<file path="src/rtl/pc_exc_pkg.sv">
// rtl/pc_exc_pkg.sv - shared defaults and next-PC select encoding for the PC/exception unit
package pc_exc_pkg;

  localparam int          PC_W_DEF     = 32;
  localparam int          N_EXC_DEF    = 4;
  localparam logic [31:0] RESET_PC_DEF = 32'h0000_0000;
  localparam logic [31:0] VEC_PC_DEF   = 32'h0000_0080;

  typedef enum logic [2:0] {
    SEL_LOAD,
    SEL_HOLD,
    SEL_EXC,
    SEL_ERET,
    SEL_JUMP,
    SEL_BR,
    SEL_SEQ
  } next_sel_e;

endpackage

</file>
<file path="src/rtl/pc_exc_unit_if.sv">
// rtl/pc_exc_unit_if.sv - control inputs and PC/exception state outputs of pc_exc_unit
interface pc_exc_unit_if #(
  parameter int PC_W  = 32,
  parameter int N_EXC = 4
) ();
  localparam int CAUSE_W = $clog2(N_EXC);

  logic               stall;
  logic               load;
  logic [PC_W-1:0]    load_val;
  logic               branch_taken;
  logic [15:0]        branch_off;
  logic               jump;
  logic [25:0]        jump_idx;
  logic [N_EXC-1:0]   exc_req;
  logic               eret;
  logic               mask_we;
  logic [N_EXC-1:0]   mask_wdata;
  logic [PC_W-1:0]    pc;
  logic [PC_W-1:0]    pc_plus4;
  logic [PC_W-1:0]    epc;
  logic [CAUSE_W-1:0] cause;
  logic               exl;
  logic               exc_taken;
  logic [N_EXC-1:0]   mask;

  modport master (
    output stall, load, load_val, branch_taken, branch_off, jump, jump_idx,
           exc_req, eret, mask_we, mask_wdata,
    input  pc, pc_plus4, epc, cause, exl, exc_taken, mask
  );

  modport slave (
    input  stall, load, load_val, branch_taken, branch_off, jump, jump_idx,
           exc_req, eret, mask_we, mask_wdata,
    output pc, pc_plus4, epc, cause, exl, exc_taken, mask
  );
endinterface

</file>
<file path="src/rtl/pc_exc_unit_prio_enc.sv">
// rtl/pc_exc_unit_prio_enc.sv - lowest-set-bit priority encoder (bit 0 wins)
module prio_enc #(
  parameter int N = 4,
  parameter int W = 2
) (
  input  logic [N-1:0] i_req,
  output logic [W-1:0] o_idx,
  output logic         o_valid
);
  // Scan high to low so the last hit, the lowest index, is kept.
  always_comb begin
    o_idx   = '0;
    o_valid = |i_req;
    for (int i = N - 1; i >= 0; i--) begin
      if (i_req[i]) o_idx = W'(i);
    end
  end
endmodule

</file>
<file path="src/rtl/pc_exc_unit.sv">
// rtl/pc_exc_unit.sv - program counter with branch/jump/load and single-level exception entry/return
module pc_exc_unit
  import pc_exc_pkg::*;
#(
  parameter int              PC_W     = PC_W_DEF,
  parameter int              N_EXC    = N_EXC_DEF,
  parameter logic [PC_W-1:0] RESET_PC = PC_W'(RESET_PC_DEF),
  parameter logic [PC_W-1:0] VEC_PC   = PC_W'(VEC_PC_DEF)
) (
  input  logic        SYS_clk,
  input  logic        SYS_reset,
  pc_exc_unit_if.slave bus
);
  localparam int CAUSE_W = $clog2(N_EXC);

  logic [PC_W-1:0]    r_pc;
  logic [PC_W-1:0]    r_epc;
  logic [CAUSE_W-1:0] r_cause;
  logic               r_exl;
  logic               r_exc_taken;
  logic [N_EXC-1:0]   r_mask;

  logic [PC_W-1:0]    w_pc_plus4;
  logic [PC_W-1:0]    w_br_off;
  logic [PC_W-1:0]    w_jump_pc;
  logic [PC_W-1:0]    w_next_pc;
  logic [N_EXC-1:0]   w_masked;
  logic [CAUSE_W-1:0] w_idx;
  logic               w_any;
  logic               w_accept;
  next_sel_e          w_sel;

  assign w_pc_plus4 = r_pc + PC_W'(4);
  assign w_br_off   = {{(PC_W-18){bus.branch_off[15]}}, bus.branch_off, 2'b00};
  // Jump keeps the 256 MB region of the sequential successor; written as a mask so PC_W = 28 works.
  assign w_jump_pc  = (w_pc_plus4 & ~PC_W'(28'hFFF_FFFF)) | PC_W'({bus.jump_idx, 2'b00});
  assign w_masked   = bus.exc_req & r_mask;

  prio_enc #(.N(N_EXC), .W(CAUSE_W)) u_prio (
    .i_req   (w_masked),
    .o_idx   (w_idx),
    .o_valid (w_any)
  );

  assign w_accept = !bus.load && !bus.stall && !r_exl && w_any;

  always_comb begin
    w_sel = SEL_SEQ;
    if (bus.load)               w_sel = SEL_LOAD;
    else if (bus.stall)         w_sel = SEL_HOLD;
    else if (w_accept)          w_sel = SEL_EXC;
    else if (bus.eret && r_exl) w_sel = SEL_ERET;
    else if (bus.jump)          w_sel = SEL_JUMP;
    else if (bus.branch_taken)  w_sel = SEL_BR;
  end

  always_comb begin
    w_next_pc = w_pc_plus4;
    case (w_sel)
      SEL_LOAD: w_next_pc = {bus.load_val[PC_W-1:2], 2'b00};
      SEL_HOLD: w_next_pc = r_pc;
      SEL_EXC:  w_next_pc = VEC_PC;
      SEL_ERET: w_next_pc = r_epc;
      SEL_JUMP: w_next_pc = w_jump_pc;
      SEL_BR:   w_next_pc = w_pc_plus4 + w_br_off;
      default:  w_next_pc = w_pc_plus4;
    endcase
  end

  always_ff @(posedge SYS_clk or posedge SYS_reset) begin
    if (SYS_reset) begin
      r_pc        <= RESET_PC;
      r_epc       <= '0;
      r_cause     <= '0;
      r_exl       <= 1'b0;
      r_exc_taken <= 1'b0;
      r_mask      <= '1;
    end else begin
      r_pc        <= w_next_pc;
      r_exc_taken <= (w_sel == SEL_EXC);
      if (w_sel == SEL_EXC) begin
        r_epc   <= r_pc;
        r_cause <= w_idx;
        r_exl   <= 1'b1;
      end else if (w_sel == SEL_ERET) begin
        r_exl <= 1'b0;
      end
      // The acceptance above already saw the pre-write mask.
      if (bus.mask_we) r_mask <= bus.mask_wdata;
    end
  end

  assign bus.pc        = r_pc;
  assign bus.pc_plus4  = w_pc_plus4;
  assign bus.epc       = r_epc;
  assign bus.cause     = r_cause;
  assign bus.exl       = r_exl;
  assign bus.exc_taken = r_exc_taken;
  assign bus.mask      = r_mask;
endmodule

</file>
<file path="src/flat_wrapper.sv">
// flat-port wrapper written by rule: the top's interface ports become plain ports
module pc_exc_unit_flat import pc_exc_pkg::*;
#(
  parameter int              PC_W     = PC_W_DEF,
  parameter int              N_EXC    = N_EXC_DEF,
  parameter logic [PC_W-1:0] RESET_PC = PC_W'(RESET_PC_DEF),
  parameter logic [PC_W-1:0] VEC_PC   = PC_W'(VEC_PC_DEF)
)
  (SYS_clk, SYS_reset, bus_stall, bus_load, bus_load_val, bus_branch_taken, bus_branch_off, bus_jump, bus_jump_idx, bus_exc_req, bus_eret, bus_mask_we, bus_mask_wdata, bus_pc, bus_pc_plus4, bus_epc, bus_cause, bus_exl, bus_exc_taken, bus_mask);
  pc_exc_unit_if #(.PC_W(PC_W), .N_EXC(N_EXC)) bus_i ();
  input  logic SYS_clk;
  input  logic SYS_reset;
  input wire logic [$bits(bus_i.stall)-1:0] bus_stall;
  input wire logic [$bits(bus_i.load)-1:0] bus_load;
  input wire logic [$bits(bus_i.load_val)-1:0] bus_load_val;
  input wire logic [$bits(bus_i.branch_taken)-1:0] bus_branch_taken;
  input wire logic [$bits(bus_i.branch_off)-1:0] bus_branch_off;
  input wire logic [$bits(bus_i.jump)-1:0] bus_jump;
  input wire logic [$bits(bus_i.jump_idx)-1:0] bus_jump_idx;
  input wire logic [$bits(bus_i.exc_req)-1:0] bus_exc_req;
  input wire logic [$bits(bus_i.eret)-1:0] bus_eret;
  input wire logic [$bits(bus_i.mask_we)-1:0] bus_mask_we;
  input wire logic [$bits(bus_i.mask_wdata)-1:0] bus_mask_wdata;
  output wire logic [$bits(bus_i.pc)-1:0] bus_pc;
  output wire logic [$bits(bus_i.pc_plus4)-1:0] bus_pc_plus4;
  output wire logic [$bits(bus_i.epc)-1:0] bus_epc;
  output wire logic [$bits(bus_i.cause)-1:0] bus_cause;
  output wire logic [$bits(bus_i.exl)-1:0] bus_exl;
  output wire logic [$bits(bus_i.exc_taken)-1:0] bus_exc_taken;
  output wire logic [$bits(bus_i.mask)-1:0] bus_mask;
  assign bus_i.stall = bus_stall;
  assign bus_i.load = bus_load;
  assign bus_i.load_val = bus_load_val;
  assign bus_i.branch_taken = bus_branch_taken;
  assign bus_i.branch_off = bus_branch_off;
  assign bus_i.jump = bus_jump;
  assign bus_i.jump_idx = bus_jump_idx;
  assign bus_i.exc_req = bus_exc_req;
  assign bus_i.eret = bus_eret;
  assign bus_i.mask_we = bus_mask_we;
  assign bus_i.mask_wdata = bus_mask_wdata;
  assign bus_pc = bus_i.pc;
  assign bus_pc_plus4 = bus_i.pc_plus4;
  assign bus_epc = bus_i.epc;
  assign bus_cause = bus_i.cause;
  assign bus_exl = bus_i.exl;
  assign bus_exc_taken = bus_i.exc_taken;
  assign bus_mask = bus_i.mask;
  pc_exc_unit #(.PC_W(PC_W), .N_EXC(N_EXC), .RESET_PC(RESET_PC), .VEC_PC(VEC_PC)) u_core (.SYS_clk(SYS_clk), .SYS_reset(SYS_reset), .bus(bus_i));
endmodule
</file>
<file path="config.mk">
export PLATFORM = sky130hd
export DESIGN_NAME = pc_exc_unit_flat
export DESIGN_NICKNAME = d
export VERILOG_FILES = /design/src/rtl/pc_exc_pkg.sv /design/src/rtl/pc_exc_unit_if.sv /design/src/rtl/pc_exc_unit_prio_enc.sv /design/src/rtl/pc_exc_unit.sv /design/src/flat_wrapper.sv
export SDC_FILE = /design/constraint.sdc
export NUM_CORES = 1
export LEC_CHECK = 0
export ABC_AREA = 1
export CORE_MARGIN = 1.5
export CORE_UTILIZATION = 35
export CTS_BUF_LIST = sky130_fd_sc_hd__clkbuf_16
export DETAILED_ROUTE_END_ITERATION = 6
export PLACE_DENSITY_LB_ADDON = 0.2
export SKIP_LAST_GASP = 1
export SLEW_MARGIN = 20
export SYNTH_ARGS = -nofsm -noshare
export SYNTH_HDL_FRONTEND = slang
export SYNTH_SLANG_ARGS = --single-unit
</file>
<file path="constraint.sdc">
create_clock -name SYS_clk -period 3.5 [get_ports SYS_clk]
set_input_delay 0.35 -clock SYS_clk [delete_from_list [all_inputs] [get_ports SYS_clk]]
set_output_delay 0.35 -clock SYS_clk [all_outputs]
set_load 0.03 [all_outputs]
</file>
==> flow_metrics.py <==
metrics = {
    "layout": {
        "nNetsFinal": 1509,
        "seq_area_um2": 1810,
        "multiInputGateArea_um2": 4480,
        "antennaDiodeCount": 0,
        "syn_to_final_growth_pct": 37.1,
        "fill_cells": 2089,
        "drive_gt1_share_pct": 5.91,
    },
    "pwr": {
        "leakagePower_nw": 4.97,
        "total_power_mw": 7.41,
        "peakVddDrop_mv": 0.446,
        "power_density_nw_per_um2": 770,
    },
    "route": {
        "drt_iter0_markers": 530,
        "via_per_inst": 4.87,
        "ant_nets": 0,
        "drcViolationCount": 0,
        "drt-wirelength-per-cell_um": 15.9,
        "vias": 8042,
        "finalWirelength_mm": 26.3,
        "first_pass_iters": 7,
    },
    "clocking": {
        "cts_max_level": 3,
        "cts_made_buffers": 9,
        "cts_sinks": 72,
        "cts_tree": "yes",
        "clock_path_buffers": 2,
        "worstSkewPairLatency_ns": 0.34,
        "clk_pin_slew_ns": 0.06,
        "root_buffer": "clkbuf_16",
    },
    "worst_setup_path": {
        "critical_path_depth": 16,
        "crit_slowest_cell": "xnor2_1",
        "crit_path_max_fanout": 7,
        "critPathCaptureType": "register",
        "critPathLaunch": "u_core.bus.pc[4]",
        "start_kind": "register",
        "r2r_end": "u_core.bus.pc[17]",
        "cp_common_cell": "nand2_1",
        "cp_cell_sequence": "nand3_1, nor2_2, nand3_1, xnor2_1, ha_1, nand2_1, inv_1, nand2_1, inv_1, a21oi_1, nand2_1, xor2_1, nand2_1, nand3_1, nor2_1, nor2_1",
        "regToRegSetupSlack_ns": 0.20,
        "required_ns": 3.72,
        "worstPathArrival_ns": 3.51,
        "r2r-start": "u_core.bus.pc[4]",
        "critical_path_class": "reg -> reg",
        "cp_slowest_stage_delay_ns": 0.50,
        "reg2reg_depth": 16,
        "cp-endpoint": "u_core.bus.pc[17]",
        "crit_family": "simple AND/OR/NAND/NOR gates",
        "crit_buf_inv": 2,
    },
    "worst_hold_path": {
        "hold_class": "in -> async",
    },
    "sta": {
        "relSlewSlack_pct": 28.7,
        "setup_ws_ns": 0.205,
        "hold_viol_final": 0,
        "skew_ns": 0.00820,
        "finalSetupTns_ns": 0,
        "hold_slack_ns": 0.399,
        "rsz0062_at_grt": "yes",
        "max_freq_mhz": 303,
        "fin_crit_sh_pct": 94.1,
        "max_slew.worst_pin.slew_ns": 1.07,
        "slew_viol_final": 0,
        "finalSetupViolations": 0,
        "finalCriticalPeriod_ns": 3.30,
    },
    "yosys": {
        "ys_warn_count": 0,
        "synth_fp_nets": 1309,
        "async_reset_ff_share_pct": 100,
        "synth_ff_type": "dfrtp_1",
        "syn_area_per_cell_um2": 5.94,
        "synth-seq-area-share_pct": 25.7,
        "synthTopCellsByArea": "nand2_1 26%, dfrtp_1 24%, inv_1 8.4%",
        "synth_area_um2": 7030,
        "yosysTopAreaCell": "nand2_1",
        "synth_seq_cells": 72,
        "synthDistinctLibCells": 41,
        "synth_top_area_share_pct": 25.8,
        "synth_edf_count": 0,
        "synthCells": 1183,
    },
    "floorplanning": {
        "pin_count": 194,
        "die_w_um": 145,
        "row_count": 51,
        "fp.dieH_um": 145,
        "initial_core_util_pct": 35.9,
        "dieArea_um2": 20900,
        "core_area_um2": 19600,
    },
    "grt": {
        "grt_pass1_vias": 7619,
        "antenna_found_initial": 0,
        "grt_util_all_layers_pct": 25.7,
        "grt_pass1_wl_mm": 40.6,
        "overflow": 0,
        "grt_max_degree": 42,
    },
    "run_status": {
        "outcome": "finished, final reports clean",
    },
    "place": {
        "port_buffers": 191,
        "place.gp.congestion": 0.983,
        "post-dp-hpwl_mm": 21.4,
        "pre_cts_slack_ns": 0.236,
    },
    "run": {
        "drv_cap": 0,
    },
}
-- timing repair --
action	in CTS	in global routing
buffers inserted	0	0
hold buffers	0	0
setup endpoints to repair	0	8
gates resized for setup	0	12
-- metrics by stage --
| stage | instances | util [%] | instance area, µm² |
|---|---|---|---|
| global route | 1653 | 49.2 | 9630 |
| floorplan | 1183 | - | 7030 |
| detailed placement | 1637 | 47.6 | 9320 |
| global placement | 1637 | 47.6 | 9320 |
| CTS | 1653 | 49.0 | 9600 |
| finish | 1653 | 49.2 | 9630 |
-- worst reg2reg max path, delay by kind of cell, from the launching register on --
kind            cells  cell delay, ns
fa+ha+maj           1            0.36
simple gates       10            1.40
buf+inv             2            0.11
compound gates      1            0.19
flops               1            0.48
xor+xnor            2            0.64
-- Yosys cell counts (2+ instances only) --
cell type / n
nand2_1: 483
inv_1: 158
nor2_1: 136
nand3_1: 80
dfrtp_1: 68
o21ai_0: 39
ha_1: 35
nand4_1: 30
xor2_1: 28
a21oi_1: 22
clkbuf_1: 13
a22oi_1: 8
buf_2: 8
nand3b_1: 8
a21boi_0: 7
nor3_1: 6
buf_4: 5
inv_2: 5
dfstp_2: 4
mux2_2: 4
o21ai_1: 4
and2_1: 3
nand2_2: 3
a21o_1: 2
buf_6: 2
nor2_2: 2
nor2_4: 2
nor2_8: 2
o21bai_1: 2
or2_2: 2
xnor2_1: 2
-- report_power, final --
group          leakage (nW)  internal, mW  switching [mW]
Clock                 0.147         0.540           0.363
Sequential            0.871          1.15           0.445
Combinational          3.95          1.81            3.10
-- layout by cell type, fill, tap and decap left out, types with 2 or more instances in the layout --
cell type	count
nand2_1	483
clkdlybuf4s50_1	191
inv_1	159
nor2_1	133
nand3_1	80
dfrtp_1	63
o21ai_0	39
ha_1	34
nand4_1	30
xor2_1	26
buf_4	26
a21oi_1	22
clkbuf_16	9
a22oi_1	8
nand3b_1	8
a21boi_0	7
inv_2	6
nor2_2	5
nor3_1	5
dfrtp_2	5
o21ai_1	4
mux2_2	4
dfstp_2	4
and2_1	3
nand2_2	3
xnor2_1	2
nor3_2	2
o21bai_1	2
a21o_1	2
nor2_4	2
nor2_8	2
or2_2	2
xor2_2	2
clkinv_1	2
clkinv_2	2
-- kinds of logic (layout without fill, tap and decap cells) --
group,count (synthesis),after routing,share of synthesized area [%]
AO/OA/AOI/OAI,86,86,7.07
adder cells (fa/ha/maj),36,36,6.52
buffers and inverters,192,397,10.9
multiplexers,4,4,0.641
XOR/XNOR,30,30,3.74
AND/OR/NAND/NOR,763,763,45.4
flip-flops,72,72,25.7
-- routing by layer --
layer / track usage (%) / vias to the layer above / wire [µm]
li1: - / 4081 / -
met1: 36.7 / 3628 / 12400
met2: 40.0 / 298 / 11400
met3: 3.85 / 35 / 1940
met4: 7.55 / 0 / 597
met5: 0 / - / 0
-- state kept, by name (all words and copies together) (netlist names) --
register / count
u_core.bus.epc: 32
u_core.bus.exl: 1
u_core.bus.cause: 2
u_core.bus.exc_taken: 1
u_core.bus.mask: 4
u_core.bus.pc: 32
-- worst min-delay path by stage --
| stage | from | end | slack [ns] | depth (start not counted) |
|---|---|---|---|---|
| 6_report | SYS_reset | u_core.bus.epc[30] | 0.40 | 2 |
| 4_1_cts | SYS_reset | u_core.bus.epc[30] | 0.42 | 2 |
| 2_1_floorplan | bus_mask_wdata[0] | u_core.bus.mask[0] | 0.50 | 1 |
| 5_1_grt | SYS_reset | u_core.bus.epc[30] | 0.47 | 2 |
| 3_3_place_gp | u_core.bus.cause[0] | u_core.bus.cause[0] | 0.47 | 2 |
| 3_5_place_dp | u_core.bus.cause[1] | u_core.bus.cause[1] | 0.47 | 2 |
-- area by class of cell --
cell class              count  area share [%]
multi-input cells         919            46.5
clock buffers               9            2.34
flip-flops and latches     72            18.8
clock inverters             7           0.572
well taps                 265            3.44
inverters                 164            6.42
repair buffers            217            21.9
(Power assumes the default switching activity.)
